[src/rtl/data_mem_if.sv]
// data_mem_if: load/store port bundle between the datapath stage and data_mem.
// Ports: MemRead/MemWrite enables, word address, write_data, registered read_data.
// master = datapath side (drives requests), slave = memory side (returns read_data).
interface data_mem_if #(
  parameter int W = 32,
  parameter int N = 5
);
  logic         MemRead;
  logic         MemWrite;
  logic [N-1:0] address;
  logic [W-1:0] write_data;
  logic [W-1:0] read_data;

  modport master (
    output MemRead,
    output MemWrite,
    output address,
    output write_data,
    input  read_data
  );

  modport slave (
    input  MemRead,
    input  MemWrite,
    input  address,
    input  write_data,
    output read_data
  );
endinterface

[src/rtl/data_mem.sv]
// data_mem: single-port 2^N x W data memory for the load/store stage.
// Latency: writes commit at the edge; reads return one cycle later, held until the next read.
// Backpressure: none, one access of each kind accepted every cycle.
// Ports: clk, rst (sync, active-high, clears array and read register), bus (data_mem_if slave).
module data_mem #(
  parameter int W = 32,
  parameter int N = 5
) (
  input  logic       clk,
  input  logic       rst,
  data_mem_if.slave  bus
);
  localparam int DEPTH = 1 << N;

  logic [W-1:0] r_mem [DEPTH];
  logic [W-1:0] r_read_data;

  always_ff @(posedge clk) begin
    if (rst) begin
      // Reset wins over any concurrent request: the whole array and the
      // read register go to zero, and a pending write is dropped.
      for (int i = 0; i < DEPTH; i++) begin
        r_mem[i] <= '0;
      end
      r_read_data <= '0;
    end else begin
      if (bus.MemWrite) begin
        r_mem[bus.address] <= bus.write_data;
      end
      // Nonblocking semantics make this sample the pre-edge word, so a read
      // and write to the same address in one cycle returns the old data.
      if (bus.MemRead) begin
        r_read_data <= r_mem[bus.address];
      end
    end
  end

  assign bus.read_data = r_read_data;
endmodule

[src/flat_wrapper.sv]
// flat-port wrapper written by rule: the top's interface ports become plain ports
module data_mem_flat 
#(
  parameter int W = 32,
  parameter int N = 5
)
  (clk, rst, bus_MemRead, bus_MemWrite, bus_address, bus_write_data, bus_read_data);
  data_mem_if #(.W(W), .N(N)) bus_i ();
  input  logic clk;
  input  logic rst;
  input wire logic [$bits(bus_i.MemRead)-1:0] bus_MemRead;
  input wire logic [$bits(bus_i.MemWrite)-1:0] bus_MemWrite;
  input wire logic [$bits(bus_i.address)-1:0] bus_address;
  input wire logic [$bits(bus_i.write_data)-1:0] bus_write_data;
  output wire logic [$bits(bus_i.read_data)-1:0] bus_read_data;
  assign bus_i.MemRead = bus_MemRead;
  assign bus_i.MemWrite = bus_MemWrite;
  assign bus_i.address = bus_address;
  assign bus_i.write_data = bus_write_data;
  assign bus_read_data = bus_i.read_data;
  data_mem #(.W(W), .N(N)) u_core (.clk(clk), .rst(rst), .bus(bus_i));
endmodule
[config.mk]
export PLATFORM = sky130hd
export DESIGN_NAME = data_mem_flat
export DESIGN_NICKNAME = d
export VERILOG_FILES = /design/src/rtl/data_mem_if.sv /design/src/rtl/data_mem.sv /design/src/flat_wrapper.sv
export SDC_FILE = /design/constraint.sdc
export NUM_CORES = 1
export LEC_CHECK = 0
export ABC_AREA = 1
export CORE_UTILIZATION = 57
export CTS_CLUSTER_DIAMETER = 80
export DETAILED_ROUTE_END_ITERATION = 7
export PLACE_DENSITY_LB_ADDON = 0.2
export SLEW_MARGIN = 20
export SYNTH_ARGS = -nofsm -noshare
export SYNTH_HDL_FRONTEND = slang
export SYNTH_SLANG_ARGS = --single-unit
[constraint.sdc]
create_clock -name clk -period 2.3 [get_ports clk]
set_input_delay 0.23 -clock clk [delete_from_list [all_inputs] [get_ports clk]]
set_output_delay 0.23 -clock clk [all_outputs]
set_load 0.02 [all_outputs]
[After elaboration in Yosys (flattened, before gate mapping)]
Memory sizes are Yosys's and may differ from the RTL's. A register that Yosys moved wholly into a read port is not among the register bits.
Index checks and enable logic that the tools add are counted.
Word-level totals
  output and inout bits: 32
  register bits after elaboration: 0
  bits of input ports: 41
  memory bits (writable): 1024
  memories: 1
  bits in read-only memories: 0
  latch bits: 0
Memories
  u_core.r_mem: depth 32, bits a word 32, rd ports 1, clocked after Yosys merged registers in 1, wr ports 32, RTL line data_mem.sv:15  | logic [W-1:0] r_mem [DEPTH];
Operators by class
  bitwise logic cells: 0
  div/mod/pow operators: 0
  $add $sub $neg: 0
  order comparisons: 0
  $mul: 0
  reductions and logical operators: 1
  shift operators: 0
  equality and inequality tests: 0
  multiplexer cells: 8
Operators with widths (number)
  two-way mux 32 bit: 1
  OR reduction 32 bit: 1
  two-way mux 1 bit: 6
  two-way mux 5 bit: 1

[Depth between registers and ports, before layout]
Gate-level depths: netlist of the first run.
  depth in word-level cells: 5
  gate-level depth with buffers: 13

[Least setup slack after synthesis of the first run]
Ideal clock, no wire load.
  path type: input port to flip-flop
  start: input port bus_address[3]
  end: memory u_core.r_mem[27][0], enable pin
  arrival time: 1954 ps
  required time: 1911 ps
  slack: -43 ps
  path buffers: 2
  cell stages on the path: 6
  cells stage by stage: buf_2 > inv_1 > nor3_2 > nand2_1 > clkbuf_1 > nand2_1
RTL lines
  from (decl): RTL line flat_wrapper.sv:13  | input wire logic [$bits(bus_i.address)-1:0] bus_address;
  to (decl): RTL line data_mem.sv:15

[Worst setup path after layout of the first run]
  start: register u_core.r_read_data[2], in the netlist u_core.bus.read_data[2], read port of u_core.r_mem
  end: output port bus_read_data[2]
RTL lines
  from (decl): RTL line data_mem.sv:16  | logic [W-1:0] r_read_data;
  to (decl): RTL line flat_wrapper.sv:15  | output wire logic [$bits(bus_i.read_data)-1:0] bus_read_data;
No word-level cell between the ends.

==> run summary, run 1 <==
WHS - 0.242 ns
Yosys warning total - 0
Num CTS Buffers - 108
Worst Path Class, Setup - reg2out
Routed wire per std cell - 21.0 um
P&R area growth vs syn - 14.8%
Worst reg2reg path endpoint - u_core.bus.read_data[12]
WP data required - 2.07 ns
Final setup fails - 0
Met2 Track Usage GR - 52.1%
Net Sw Frac - 24.1%
Vias in the first global route - 34,592
Setup ws final - 0.111 ns
Setup Slack @ Placement - -0.0357 ns
Post_cts resized - 0
Setup crit end kind - output pin
Max-slew violations - 0
Area of the multi-input gates - 14,800 um2
Fmax - 457 MHz
Slowest cell on the critical path - clkdlybuf4s50_1
Power Density - 790 nW/um2
Critical-path cell list - clkdlybuf4s50_1
Max rail drop VDD - 0.714 mV
Die X - 292 um
DP HPWL - 84,400 um
Sw power - 10.5 mW
Crit path depth - 1
Die Y - 292 um
Hold crit path type - in2reg
Fill count - 6,566
Crit-path max FO - 2
Delay-heaviest family, CP - buffers and inverters
DRC viols - 0
Number of synthesized register bits - 1,056
Sequential area share after synthesis - 65.4%
Die Area - 85,400 um2
Critical Path End - bus_read_data[2]
Worst path buffer plus inverter count - 1
DRT iter0 DRCs - 4,599
Sink Count - 1,056
Worst Skew - 0.0360 ns
Port-buffer cells - 72
Share of cells above drive strength 1 - 7.99%
Global placement routability congestion - 0.922
Post-route ant nets - 0
Post-CTS setup buffers - 0
Syn Inst Count - 5,401
RSZ-0062 raised after global routing - false
Sequential power share - 51.5%
FF-to-FF path depth - 10
Netlist Area Pre-Place - 48,000 um2
Fin crit share - 95.2%
Detailed Route WL - 139,000 um
R2R Setup Slk - 0.86 ns
I/O pin count - 73
Grt ovf - 0
Status - completed
H-tree Lvls - 3
Met1 Use GR - 45.6%
Gr busiest metal - met2
Yosys cell types - 16
Tmin final - 2.19 ns
CP arrival - 1.96 ns
Static Leak - 24.1 nW
Commonest non-fill, non-tap cell in the layout - nand2_1
Largest net degree at the start of global routing - 103
First-pass GRT wire length - 209,000 um
Final Hold Viols - 0
Core area - 83,600 um2
Clock root cell - clkbuf_16
TritonCTS clock tree - yes
Post-CTS Hold Fix Bufs - 0
GRT Overall Usage - 32.6%
Vias after detailed routing - 37,004
Crit path largest cell delay - 0.71 ns
Antenna violations before repair - 0
DR vias/cell - 5.61
ANT cells - 0
Worst-Skew Late Latency - 0.68 ns
Setup crit start kind - flop
Combinational Power Share - 9.2%
Reg2Reg Launch Point - u_core.r_mem[9][12]
Max-cap violations - 0
Clock share of power - 39.2%
Syn avg cell area - 8.89 um2
Int Pwr - 33.0 mW
Placed Cells - 6,403
DRT Pass-1 Iters - 6
Reg area - 31,400 um2
Least-Margin Pin Slew - 0.715 ns
Clock Path Buffers - 3
Initial Utilization - 57.5%
Crit. Startpoint - u_core.bus.read_data[2]
GRT met3 Usage - 4.35%
Nets - 5,474
Clk slew on worst S/H paths - 0.06 ns
Layout Cells excl Fill - 6,599
Mapped Nets - 5,442
Leading cell types in the layout, fill and taps excluded - nand2_1, nor2_1, edfxtp_1
Slew HR - 52.3%
Site Rows - 106
==> power groups by stage <==
| stage | logic [mW] | registers (mW) | clock network (mW) |
|---|---|---|---|
| detailed placement | 3.96 | 22.8 | 0 |
| floorplan | 2.18 | 22.8 | 0 |
| global route | 4.34 | 22.5 | 17.9 |
| finish | 4.02 | 22.4 | 17.1 |
| global placement | 3.92 | 22.8 | 0 |
| CTS | 3.99 | 22.4 | 17.2 |
==> synth_stat cells (all sizes together) <==
cell       n  area, um2
nand2   2580       9680
nor2    1158       4350
edfxtp  1024      30700
clkbuf   282       1060
buf      111        526
inv      100        375
nand3     97        485
dfxtp     32        641
nor3      10        113
a21oi      4       20.0
o21ai      2       10.0
clkinv     1       3.75
==> logic make-up (layout without fill, tap and decap cells) <==
kind of cell | after synthesis | count (layout) | share of synthesized area, %
flip-flops | 1056 | 1056 | 65.4
buffers and inverters | 494 | 612 | 4.09
AO/OA/AOI/OAI | 6 | 6 | 0.0625
AND/OR/NAND/NOR | 3845 | 3845 | 30.5
==> per-stage QoR <==
| step | setup TNS (ns) | cell area, um2 | power (mW) | utilization (%) |
|---|---|---|---|---|
| 2_1_floorplan | -0.985 | 48100 | 25.0 | - |
| 3_3_place_gp | -1.10 | 51700 | 26.7 | 61.9 |
| 3_5_place_dp | -3.08 | 51700 | 26.8 | 61.9 |
| 4_1_cts | 0 | 55100 | 43.6 | 66.0 |
| 5_1_grt | 0 | 55100 | 44.7 | 66.0 |
| 6_report | 0 | 55100 | 43.5 | 66.0 |
==> sequential cells by signal, summed over array words and instances (netlist names) <==
name,flops
u_core.bus.read_data,32
u_core.r_mem,1024
==> final cells by class <==
type,instances,area share [%]
clock buffer,140,5.23
clock inverter,56,0.947
inverter,101,0.715
multi-input combinational,3851,26.8
sequential,1056,57.0
tap,1080,2.45
timing repair buffer,315,6.90
==> layer usage <==
metal | wire [um] | part of all wire [%]
met5 | 0 | 0
met4 | 5260 | 3.8
met3 | 14700 | 11
met2 | 64800 | 47
met1 | 54100 | 39
==> how the worst min path moves through the flow <==
stage,startpoint,slack [ns],cells after the start,to
after floorplan,rst,0.38,3,u_core.bus.read_data[0]
after global placement,u_core.bus.read_data[4],0.54,4,u_core.bus.read_data[4]
after detailed placement,u_core.bus.read_data[5],0.55,4,u_core.bus.read_data[5]
after CTS,bus_address[1],0.21,6,u_core.bus.read_data[2]
after global routing,bus_address[1],0.31,9,u_core.bus.read_data[0]
final,bus_address[1],0.24,9,u_core.bus.read_data[0]
No activity file was read; power rests on OpenSTA's default activity.
==> run 2: changes to the inputs <==
--- a/config.mk
+++ b/config.mk
@@ -8,6 +8,7 @@
 export ABC_AREA = 1
 export CORE_UTILIZATION = 57
 export CTS_CLUSTER_DIAMETER = 80
+export CTS_CLUSTER_SIZE = 28
 export DETAILED_ROUTE_END_ITERATION = 7
 export PLACE_DENSITY_LB_ADDON = 0.2
 export SLEW_MARGIN = 20
==> run 2 against run 1 <==
Sequential share of layout area grew 2.0 points; sequential power is essentially flat; final cell count shrank 1.7%; worst setup slack gained 0.028 ns; fmax grew 1.3%; clock power shrank 39%; largest cell class unchanged; routed wire length shrank 2.0%; first-iteration DRC count shrank 0.30%; die area is the same; cell area shrank 3.4%; largest power group unchanged.
==> run summary, run 2 (synthesis gave the netlist of run 1 again) <==
Status - completed (unchanged)
Die X - 292 um (unchanged)
DRT iter0 DRCs - 4,585 (was 4,599)
I/O pin count - 73 (unchanged)
Max-slew violations - 0 (unchanged)
WP data required - 2.07 ns (about the same)
Clock Path Buffers - 3 (unchanged)
Fin Setup TNS - 0 ns (unchanged)
Final Hold Viols - 0 (unchanged)
Crit-path max FO - 2 (unchanged)
Max FFs per register - 1,024 (unchanged)
DR vias/cell - 5.58 (was 5.61)
First-pass GRT wire length - 206,000 um (was 209,000 um)
Reg area - 31,400 um2 (unchanged)
Critical-path cell list - clkdlybuf4s50_1 (unchanged)
Vias after detailed routing - 36,221 (was 37,004)
RSZ-0062 raised after global routing - false (unchanged)
Final Power - 36.9 mW (was 43.5 mW)
Fmax - 463 MHz (was 457 MHz)
Met3 WL - 13,500 um (was 14,700 um)
WHS - 0.276 ns (was 0.242 ns)
Vias in the first global route - 33,480 (was 34,592)
Post_cts resized - 0 (unchanged)
Clock root cell - clkbuf_16 (unchanged)
Delay-heaviest family, CP - buffers and inverters (unchanged)
Antenna violations before repair - 2 (was 0)
Slowest cell on the critical path - clkdlybuf4s50_1 (unchanged)
ANT cells - 0 (unchanged)
Leading cell types in the layout, fill and taps excluded - nand2_1, nor2_1, edfxtp_1 (unchanged)
Static Leak - 23.2 nW (was 24.1 nW)
Global placement routability congestion - 0.922 (unchanged)
Hold crit path type - in2reg (unchanged)
Worst Skew - 0.0219 ns (was 0.0360 ns)
Setup crit end kind - output pin (unchanged)
Routed wl met2 - 63,500 um (was 64,800 um)
Sink Count - 1,056 (unchanged)
Placed Cells - 6,403 (unchanged)
Slew HR - 53.0% (was 52.3%)
Max-cap violations - 0 (unchanged)
Core area - 83,600 um2 (unchanged)
TritonCTS clock tree - yes (unchanged)
Max rail drop VDD - 0.512 mV (was 0.714 mV)
Wl on met1 - 54,300 um (was 54,100 um)
Post-CTS setup buffers - 0 (unchanged)
Final setup fails - 0 (unchanged)
Num CTS Buffers - 47 (was 108)
Top reg by flops - u_core.r_mem (unchanged)
Setup crit start kind - flop (unchanged)
Post-route ant nets - 0 (unchanged)
Post-CTS Hold Fix Bufs - 0 (unchanged)
Tmin final - 2.16 ns (was 2.19 ns)
Routed wire per std cell - 21.0 um (about the same)
Power Density - 693 nW/um2 (was 790 nW/um2)
Worst-Skew Late Latency - 0.64 ns (was 0.68 ns)
Nets - 5,413 (was 5,474)
Port-buffer cells - 72 (unchanged)
Commonest non-fill, non-tap cell in the layout - nand2_1 (unchanged)
Grt ovf - 0 (unchanged)
Fill count - 6,848 (was 6,566)
Least-Margin Pin Slew - 0.705 ns (was 0.715 ns)
Worst Path Class, Setup - reg2out (unchanged)
Clk slew on worst S/H paths - 0.11 ns (was 0.06 ns)
Die Area - 85,400 um2 (unchanged)
DP HPWL - 84,400 um (unchanged)
Largest net degree at the start of global routing - 103 (unchanged)
Site Rows - 106 (unchanged)
Fin crit share - 94.0% (was 95.2%)
P&R area growth vs syn - 10.9% (was 14.8%)
Worst path buffer plus inverter count - 1 (unchanged)
Highest metal used - met5 (was met4)
DRT Pass-1 Iters - 6 (unchanged)
Area of the multi-input gates - 14,800 um2 (unchanged)
Die Y - 292 um (unchanged)
Initial Utilization - 57.5% (unchanged)
Crit path largest cell delay - 0.71 ns (about the same)
CP arrival - 1.93 ns (was 1.96 ns)
Layout Cells excl Fill - 6,490 (was 6,599)
Detailed Route WL - 136,000 um (was 139,000 um)
DRC viols - 0 (unchanged)
GRT Overall Usage - 32.0% (was 32.6%)
Share of cells above drive strength 1 - 6.41% (was 7.99%)
H-tree Lvls - 2 (was 3)
==> run 2: cell count changes in the layout (fill, tap and decap cells not counted), moves of 2 or more <==
cell and delta:
bufinv_16 -7, clkbuf_1 -3, clkbuf_16 -58, clkbuf_8 -4
clkinv_1 -12, clkinv_2 -23, clkinv_8 -2, inv_6 -2
==> run 2: cell type report <==
cell class | count | area share, %
sequential | 1056 | 59.0
multi-input combinational | 3851 | 27.7
timing repair buffer | 315 | 7.14
clock buffer | 75 | 2.57
tap | 1080 | 2.54
inverter | 101 | 0.740
clock inverter | 12 | 0.306
==> run 2: where the power goes <==
| group | switching, mW | leakage, nW | internal (mW) |
|---|---|---|---|
| clock | 6.15 | 0.727 | 4.38 |
| sequential | 0.324 | 10.0 | 22.1 |
| combinational | 2.80 | 12.4 | 1.21 |
==> run 2: path summary, 6_finish.rpt <==
check / startpoint / to / slack (ns) / depth (start not counted)
setup reg to reg: u_core.r_mem[13][12] / u_core.bus.read_data[12] / 0.86 / 10
hold reg to reg: u_core.bus.read_data[12] / u_core.bus.read_data[12] / 0.57 / 4
setup / recovery: u_core.bus.read_data[2] / bus_read_data[2] / 0.14 / 1
hold / removal: bus_address[1] / u_core.bus.read_data[2] / 0.28 / 6
==> run 2: metal layers <==
metal / GRT usage [%] / vias to the layer above
li1: - / 16896
met1: 45.6 / 17231
met2: 51.2 / 1880
met3: 3.60 / 212
met4: 11.3 / 2
met5: 0 / -
==> run 2: metrics by stage <==
stage	cell area [um2]	util, %	worst slack [ns]
2_1_floorplan	48100	-	-0.0105
3_3_place_gp	51700	61.9	-0.0257
3_5_place_dp	51700	61.9	-0.0357
4_1_cts	53200	63.7	0.146
5_1_grt	53200	63.7	0.0584
6_report	53200	63.7	0.139
